--- config.mk ---
export PLATFORM = sky130hd
export DESIGN_NAME = picobus_arbiter
export DESIGN_NICKNAME = d
export VERILOG_FILES = /design/src/rtl/picobus_pkg.sv /design/src/rtl/rr_arbiter2.sv /design/src/rtl/picobus_arbiter.sv
export SDC_FILE = /design/constraint.sdc
export NUM_CORES = 1
export LEC_CHECK = 0
export CAP_MARGIN = 40
export CORE_MARGIN = 3
export CORE_UTILIZATION = 40
export CTS_BUF_LIST = sky130_fd_sc_hd__clkbuf_4
export CTS_CLUSTER_SIZE = 10
export DETAILED_ROUTE_END_ITERATION = 6
export PLACE_DENSITY = 0.8
export SETUP_SLACK_MARGIN = 0.3
export SLEW_MARGIN = 30
export SYNTH_ARGS = -nofsm -noshare
export SYNTH_HDL_FRONTEND = slang
export SYNTH_SLANG_ARGS = --single-unit
--- constraint.sdc ---
create_clock -name clk -period 2 [get_ports clk]
set_input_delay 0.4 -clock clk [delete_from_list [all_inputs] [get_ports clk]]
set_output_delay 0.4 -clock clk [all_outputs]
set_load 0.05 [all_outputs]
--- src/rtl/picobus_pkg.sv ---
`default_nettype none
// ============================================================================
// Module      : picobus_pkg
// Description : Shared types and constants for the picobus two-master arbiter.
// Revision    : 1.0 - initial release
// ============================================================================
package picobus_pkg;

    localparam int PORT_W       = 8;
    localparam int MASTER_IDX_W = 1;
    localparam int CNT_W        = 4;

    typedef enum logic [1:0] {
        ST_IDLE   = 2'd0,
        ST_SETUP  = 2'd1,
        ST_STROBE = 2'd2,
        ST_ACK    = 2'd3
    } state_t;

    typedef logic [MASTER_IDX_W-1:0] master_idx_t;

    // Counter load value: SETUP_CYCLES edges elapse between grant and strobe.
    function automatic logic [CNT_W-1:0] setup_load(input int setup_cycles);
        return CNT_W'(setup_cycles - 1);
    endfunction

endpackage
`default_nettype wire

--- src/rtl/rr_arbiter2.sv ---
`default_nettype none
// ============================================================================
// Module      : rr_arbiter2
// Description : Combinational two-way round-robin winner selection.
// Revision    : 1.0 - initial release
// ============================================================================
module rr_arbiter2
    import picobus_pkg::*;
(
    input  logic        i_req0,
    input  logic        i_req1,
    input  master_idx_t i_last_served,
    output logic        o_valid,
    output master_idx_t o_winner
);

    always_comb begin
        o_valid  = i_req0 | i_req1;
        o_winner = 1'b0;
        // A tie goes to whichever master was not served last.
        if (i_req0 && i_req1) begin
            o_winner = ~i_last_served;
        end else if (i_req1) begin
            o_winner = 1'b1;
        end
    end

endmodule
`default_nettype wire

--- src/rtl/picobus_arbiter.sv ---
`default_nettype none
// ============================================================================
// Module      : picobus_arbiter
// Description : Two-master round-robin sequencer for the 8-bit port bus with
//               guaranteed address setup before each read/write strobe.
// Revision    : 1.0 - initial release
// ============================================================================
module picobus_arbiter
    import picobus_pkg::*;
#(
    parameter int SETUP_CYCLES = 1
)
(
    input  logic              clk,
    input  logic              reset,

    input  logic              m0_req,
    input  logic              m0_we,
    input  logic [PORT_W-1:0] m0_addr,
    input  logic [PORT_W-1:0] m0_wdata,
    output logic              m0_ack,
    output logic [PORT_W-1:0] m0_rdata,

    input  logic              m1_req,
    input  logic              m1_we,
    input  logic [PORT_W-1:0] m1_addr,
    input  logic [PORT_W-1:0] m1_wdata,
    output logic              m1_ack,
    output logic [PORT_W-1:0] m1_rdata,

    output logic [PORT_W-1:0] port_id,
    output logic [PORT_W-1:0] out_port,
    output logic              write_strobe,
    input  logic [PORT_W-1:0] in_port,
    output logic              read_strobe,
    output logic              busy,
    output logic              grant
);

    localparam logic [CNT_W-1:0] c_SETUP_LOAD = setup_load(SETUP_CYCLES);

    state_t            r_state;
    logic [CNT_W-1:0]  r_cnt;
    logic              r_we;
    master_idx_t       r_last;

    logic              w_valid;
    master_idx_t       w_winner;
    logic              w_sel_we;
    logic [PORT_W-1:0] w_sel_addr;
    logic [PORT_W-1:0] w_sel_wdata;

    rr_arbiter2 u_rr (
        .i_req0        (m0_req),
        .i_req1        (m1_req),
        .i_last_served (r_last),
        .o_valid       (w_valid),
        .o_winner      (w_winner)
    );

    always_comb begin
        w_sel_we    = w_winner[0] ? m1_we    : m0_we;
        w_sel_addr  = w_winner[0] ? m1_addr  : m0_addr;
        w_sel_wdata = w_winner[0] ? m1_wdata : m0_wdata;
    end

    always_ff @(posedge clk or posedge reset) begin
        if (reset) begin
            r_state      <= ST_IDLE;
            r_cnt        <= '0;
            r_we         <= 1'b0;
            r_last       <= 1'b1;
            port_id      <= '0;
            out_port     <= '0;
            m0_rdata     <= '0;
            m1_rdata     <= '0;
            write_strobe <= 1'b0;
            read_strobe  <= 1'b0;
            m0_ack       <= 1'b0;
            m1_ack       <= 1'b0;
            busy         <= 1'b0;
            grant        <= 1'b0;
        end else begin
            write_strobe <= 1'b0;
            read_strobe  <= 1'b0;
            m0_ack       <= 1'b0;
            m1_ack       <= 1'b0;

            case (r_state)
                ST_IDLE: begin
                    if (w_valid) begin
                        grant   <= w_winner[0];
                        r_last  <= w_winner;
                        r_we    <= w_sel_we;
                        port_id <= w_sel_addr;
                        if (w_sel_we) begin
                            out_port <= w_sel_wdata;
                        end
                        r_cnt   <= c_SETUP_LOAD;
                        busy    <= 1'b1;
                        r_state <= ST_SETUP;
                    end
                end

                ST_SETUP: begin
                    if (r_cnt == '0) begin
                        write_strobe <= r_we;
                        read_strobe  <= ~r_we;
                        r_state      <= ST_STROBE;
                    end else begin
                        r_cnt <= r_cnt - CNT_W'(1);
                    end
                end

                ST_STROBE: begin
                    // in_port is valid for the whole strobe cycle; capture at its end.
                    if (!r_we) begin
                        if (grant) begin
                            m1_rdata <= in_port;
                        end else begin
                            m0_rdata <= in_port;
                        end
                    end
                    if (grant) begin
                        m1_ack <= 1'b1;
                    end else begin
                        m0_ack <= 1'b1;
                    end
                    r_state <= ST_ACK;
                end

                ST_ACK: begin
                    busy    <= 1'b0;
                    r_state <= ST_IDLE;
                end

                default: begin
                    busy    <= 1'b0;
                    r_state <= ST_IDLE;
                end
            endcase
        end
    end

endmodule
`default_nettype wire

* Yosys cells after proc, flatten, opt, wreduce, memory -nomap -nowiden
Index checks and enable logic that the tools add are counted.
** Word-level totals
- Register bits :: 46
- Input port bits :: 46
- Output and inout bits :: 38
- Logic and storage cells :: 58
** Cells by class
- Add/subtract/negate cells :: 1
- Eq/ne operators :: 6
- Mux-type cells :: 21
- Bitwise logic cells :: 4
- Reduce and logical (&&, ||, !) cells :: 12
** Operators by type and width (count)
- $mux W8 :: 2
- $mux W1 :: 12
- $reduce_and A3 Y1 :: 4
- $mux W4 :: 2
- $pmux W2 S4 :: 1
- $pmux W4 S2 :: 1
- $reduce_and A2 Y1 :: 3
- $eq A2 B2 Y1 const B :: 2
- $logic_not A4 Y1 :: 1
- $mux W2 :: 2
- $ne A2 B2 Y1 const B :: 2
- $reduce_bool A2 Y1 :: 2
- $sub A4 B1 Y4 const B :: 1
- $not A1 Y1 :: 3
- $eq A2 B1 Y1 const B :: 1
- $logic_not A2 Y1 :: 1
- $ne A2 B1 Y1 const B :: 1
- $pmux W1 S2 :: 1
- $logic_and A1 B1 Y1 :: 1
- $or A1 B1 Y1 :: 1

* Logic depth before layout (Yosys ltp)
- Depth after elaboration :: 4
- Depth in mapped cells :: 7
- Depth with buffers taken out :: 5

* By module
Synthesis repeated with hierarchy kept, for this count alone.
** Unflattened totals
- Cell total of the unflattened synthesis :: 164
- Area, all modules :: 2103.3 um^2
** Modules (own cells, without submodules)
- picobus_arbiter :: instances 1, cells each 162, area each 2089.5 um^2, sequential area each 1152.4 um^2
- rr_arbiter2 :: instances 1, cells each 2, area each 13.8 um^2, sequential area each 0.0 um^2

* Worst setup path after synthesis
Ideal clock, no wire load.
- Path kind :: reg-to-reg
- Start :: reg r_cnt[0]
- End :: reg r_state[1]
- Setup time :: 128 ps
- Arrival :: 1646 ps
- Required time :: 1872 ps
- Slack :: 227 ps
- Cell stages (with the launch flop) :: 6
- Buffers on the path :: 0
- Period minus slack after synthesis :: 1773 ps
- Path through :: dfrtp_1 > inv_1 > ha_1 > or3b_2 > a21oi_1 > mux2_1
** Between the ends
- Word-level cells in the longest chain between the ends :: 3
** RTL lines
- from (decl) :: line picobus_arbiter.sv:43 : logic [CNT_W-1:0] r_cnt;
- from (signal assigned) :: line picobus_arbiter.sv:99 : r_cnt <= c_SETUP_LOAD;
- from (signal assigned) :: line picobus_arbiter.sv:111 : r_cnt <= r_cnt - CNT_W'(1);
- $logic_not A4 Y1 :: line picobus_arbiter.sv:106 : if (r_cnt == '0) begin
- $ne A2 B2 Y1 (no source line)
- $reduce_and A2 Y1 (no source line)
- to (signal assigned) :: line picobus_arbiter.sv:101 : r_state <= ST_SETUP;
- to (signal assigned) :: line picobus_arbiter.sv:109 : r_state <= ST_STROBE;
- to (signal assigned) :: line picobus_arbiter.sv:129 : r_state <= ST_ACK;
- to (decl) :: line picobus_arbiter.sv:42 : state_t r_state;
Every way passes these cells.
A chain may end at the register's enable or synchronous reset.

* Worst setup path after layout
- Start :: in m1_req
- End :: reg out_port[1]
** Between the ends
- Word-level cells in the longest chain between the ends :: 4
- Elaborated cells on any way between the ends :: 7
- Those cells by class :: mux (4); bitwise (1); reduce/logical (2)
** RTL lines
- from (decl) :: line picobus_arbiter.sv:24 : input logic m1_req,
- $mux W1 or $logic_and A1 B1 Y1 (tied branches) :: line rr_arbiter2.sv:23, rr_arbiter2.sv:21
- $mux W1 :: line rr_arbiter2.sv:21 : if (i_req0 && i_req1) begin
- $mux W1 :: line picobus_arbiter.sv:62 : w_sel_we = w_winner[0] ? m1_we : m0_we;
- $reduce_and A3 Y1 (no source line)
- to (signal assigned) :: line picobus_arbiter.sv:97 : out_port <= w_sel_wdata;
- to (decl) :: line picobus_arbiter.sv:32 : output logic [PORT_W-1:0] out_port,
Several ways; a longest one is shown, not always the timed one.

==> summary.md <==
Diode insertion count for antenna repair: 0. Global routing consumed, over all layers together, 15.75% of the routing resources. The clock tree root buffer cell was sky130_fd_sc_hd__clkbuf_4. In this run the static leakage power is 1.485 nW. The number of routed nets with antenna violations was 0; the number of buffers on the longest clock path was 2. The shortest period the worst path allows is 1.684 ns, and the number of placed instances with taps included is 325.

The insertion delay of the later-clocked pin in the worst-skew pair is 0.36 ns, and the total power is 5.225 mW. The run gives 0 as the initial antenna violation count. The height of the die is 78.82 µm, and the data required time of the worst path is 2.25 ns.

Setup repair after global routing could not meet its margin everywhere. The Yosys step of the flow raised 0 warnings. At the worst endpoint, the arrival time is 1.94 ns. Multi-input logic area: 949.7 µm².

Chip width: 78.82 µm. The logs give 2.571 mW for the net switching power and 23 for the pin count of the biggest net entering global routing. The final layout contains 321 nets. The run gives 0 as the count of maximum capacitance violations.

Summed over all layers, the global routing overflow is 0. The average footprint of a synthesized cell was 12.55 µm². The number of global-route vias before repair is 1,587, and the net switching share of the total power is 49.21%.

The count of boundary I/O pins was 84. The actual slew at the worst max-slew pin works out to 0.5145 ns. The critical path startpoint was m1_req. Once placement finished, the instance area stood at 3107 µm². The critical setup path kind was input pin to flip-flop.

The detailed placer's ending HPWL is 3720 µm. Derived from the worst setup path, the maximum achievable clock frequency is 594.0 MHz. After detailed routing, the number of remaining DRC violations is 0.

The worst-case reg-to-reg path depth was 5; the total CTS buffers was 5. The tools report the final cell count without fillers as 337. For this configuration, the core starts out at a cell density of 43.18%. The post-route netlist has 31.85% of its cells at a drive strength greater than 1. The net count of the mapped netlist was 221; the layout overhead on the synthesized area was 51.15%. The power density relative to cell area came out at 1630 nW/µm². VDD sags by at most 0.0007498 V. The maximum net fanout on the critical path was 5; the final hold violation count was 0.

Dividing the detail-routed wire length by the instance count gives 14.33 µm. The run finished with clean final reports. For this run, the register share of the synthesized area comes to 54.34%. The die covers 6212 µm². The run gives 0 as the quantity of hold-fixing buffers added after cts. The startpoint of the worst-slack reg-to-reg timing path was r_state[0]. In this run, the combinational gates consume 58.3% of the power. The worst setup path is launched from an input pin. After synthesis the netlist holds a flip-flop and latch count of 46. After floorplanning, the core was divided into 25 placement rows. Final standard cell area without fillers: 3206 µm². The type of the worst min-delay path was input pin to async pin.

The number of unique standard cell types used by synthesis is 34, and the final number of setup-violating endpoints is 0. The first detailed-routing pass took 4 iterations. After floorplanning, the core was sized to cover 4911 µm². The worst register-to-register path has a setup slack of 0.33 ns. The worst register-to-register path ends at m1_rdata[3]. The routed layout has 1,638 vias. The run gives 0.2779 ns as the smallest hold slack. Netlist area before placement: 2121 µm². Internal power comes to 2.654 mW.

The first global-routing pass estimated 7707 µm of wire. Measured against its own limit, the worst slew margin works out to 65.83%. Routability-driven placement finished with a final weighted congestion of 0.8167. STA classifies the critical path endpoint as a flip-flop. The average via count per standard cell was 4.861; the sequential cell area was 1152 µm². After clock tree synthesis, the clock-pin slew on the worst setup and hold paths is 0.15 ns. The worst clock skew was 0.009079 ns.

The iteration-0 DRC count of the detailed router was 97. The number of filler cells placed in the layout was 402. The clock net in this run drives a total of 46 sinks.

The run gives 169 as the synthesized netlist cell count. In this run the tool buffered the top-level ports with 83 buffer cells. Of the total power, registers draw 30.7%. The clock tree synthesis step divided the H-tree into 2 levels.

The ratio of final minimum period to clock period was 84.18%. For the proportion of power drawn by the clock network, the log shows 11.0%. TritonCTS built the clock tree.

The number of pins with negative max-slew slack in the final report was 0; the total length of routed wires was 4830 µm.
-- routing by layer --
metal / GRT usage, % / wire length, µm / vias to the layer above
met3: 4.308 / 331 / 8
met5: 0 / 0 / -
met1: 19.01 / 1861 / 775
met2: 28.01 / 2589 / 68
met4: 3.608 / 47 / 0
li1: - / - / 787
-- placed cells by master, fill, tap and decap left out, types with 2 or more instances in the layout --
master / instances
sky130_fd_sc_hd__a21oi_1: 2
sky130_fd_sc_hd__buf_4: 13
sky130_fd_sc_hd__buf_6: 4
sky130_fd_sc_hd__clkbuf_2: 15
sky130_fd_sc_hd__clkbuf_4: 5
sky130_fd_sc_hd__clkdlybuf4s15_1: 14
sky130_fd_sc_hd__clkdlybuf4s50_1: 44
sky130_fd_sc_hd__dfrtp_1: 45
sky130_fd_sc_hd__dlygate4sd2_1: 8
sky130_fd_sc_hd__ha_1: 4
sky130_fd_sc_hd__ha_4: 2
sky130_fd_sc_hd__inv_1: 7
sky130_fd_sc_hd__inv_2: 3
sky130_fd_sc_hd__mux2_2: 31
sky130_fd_sc_hd__mux2i_1: 9
sky130_fd_sc_hd__nand2_1: 12
sky130_fd_sc_hd__nand2b_1: 2
sky130_fd_sc_hd__nand3_1: 2
sky130_fd_sc_hd__nand3b_1: 3
sky130_fd_sc_hd__nor2_1: 2
sky130_fd_sc_hd__nor2b_1: 2
sky130_fd_sc_hd__nor3_1: 2
sky130_fd_sc_hd__o21ai_0: 14
-- kinds of logic (layout without fill, tap and decap cells) --
family / Yosys count / count (layout) / share of synthesized area [%]
adders and majority gates: 6 / 6 / 3.540
buffers and inverters: 17 / 118 / 3.775
DFF: 46 / 46 / 54.34
AOI/OAI and AO/OA: 25 / 25 / 7.906
and+or+nand+nor: 33 / 33 / 8.496
muxes: 42 / 42 / 21.95
-- metrics by stage --
stage | worst slack [ns] | utilization [%] | TNS [ns]
floorplan | 0.2845 | - | 0
global placement | -0.009448 | 63.26 | -0.03048
detailed placement | -0.1024 | 63.26 | -0.7574
CTS | 0.2866 | 64.51 | 0
global route | 0.2630 | 65.27 | 0
finish | 0.3165 | 65.27 | 0
-- worst max-delay path, cell delays in order --
cell and delay [ns]:
sky130_fd_sc_hd__clkdlybuf4s50_1 0.43, sky130_fd_sc_hd__buf_4 0.17, sky130_fd_sc_hd__nor2b_1 0.15, sky130_fd_sc_hd__o32ai_4 0.29, sky130_fd_sc_hd__buf_6 0.16, sky130_fd_sc_hd__mux2_2 0.34
-- registers in the layout (all words and copies together), names as in the netlist --
signal        flops
m0_rdata          8
m1_rdata          8
out_port          8
port_id           8
r_cnt             4
r_state           2
busy              1
grant             1
m0_ack            1
m1_ack            1
r_last            1
r_we              1
read_strobe       1
write_strobe      1
-- synth_stat cells, drive strengths merged --
cell | count | area, µm²
mux2i | 9 | 90.09
mux2 | 33 | 375.3
o21ai | 15 | 75.07
and3 | 1 | 6.260
nand2 | 12 | 45.04
buf | 3 | 27.52
a21oi | 3 | 15.01
a21bo | 1 | 10.01
dfstp | 1 | 26.28
o32ai | 1 | 27.53
and2 | 1 | 6.260
nor2 | 2 | 7.510
inv | 10 | 37.54
or3b | 1 | 8.760
nand3b | 3 | 22.52
nand2b | 2 | 12.51
nor4 | 1 | 6.260
a2bb2oi | 1 | 8.760
o221ai | 1 | 8.760
a21o | 1 | 7.510
o311ai | 1 | 8.760
nor3 | 2 | 10.01
a31oi | 1 | 6.260
nand3 | 2 | 10.01
ha | 6 | 75.07
nor3b | 2 | 20.02
dfrtp | 45 | 1126
nor2b | 4 | 25.02
clkbuf | 4 | 15.01
-- timing repair --
action / in CTS / in global routing
pin swaps: 0 / 1
resized for setup: 46 / 53
setup endpoints to repair: 49 / 56
buffers inserted: 1 / 3
-- final cells by class --
class / instances / share of cell area (%)
Sequential cell: 46 / 35.95
Clock inverter: 3 / 1.366
Timing Repair Buffer: 100 / 28.10
Clock buffer: 5 / 1.171
Multi-Input combinational cell: 106 / 29.63
Inverter: 10 / 1.171
Tap cell: 67 / 2.615
-- worst max path at each step --
stage / endpoint / slack [ns]
after global placement: out_port[6] / -0.009
after detailed placement: out_port[2] / -0.10
after CTS: m1_rdata[0] / 0.29
final: out_port[1] / 0.32
after global routing: m1_rdata[5] / 0.26
after floorplan: out_port[0] / 0.28
-- power by group through the flow --
stage / sequential [mW] / combinational (mW) / clock [mW]
after floorplan: 2.91 / 0.808 / 0
after global placement: 1.60 / 3.16 / 0
after detailed placement: 1.63 / 3.21 / 0
after CTS: 1.59 / 3.00 / 0.589
after global routing: 1.66 / 3.22 / 0.625
final: 1.61 / 3.05 / 0.573
Power figures use the tool's default switching activity.
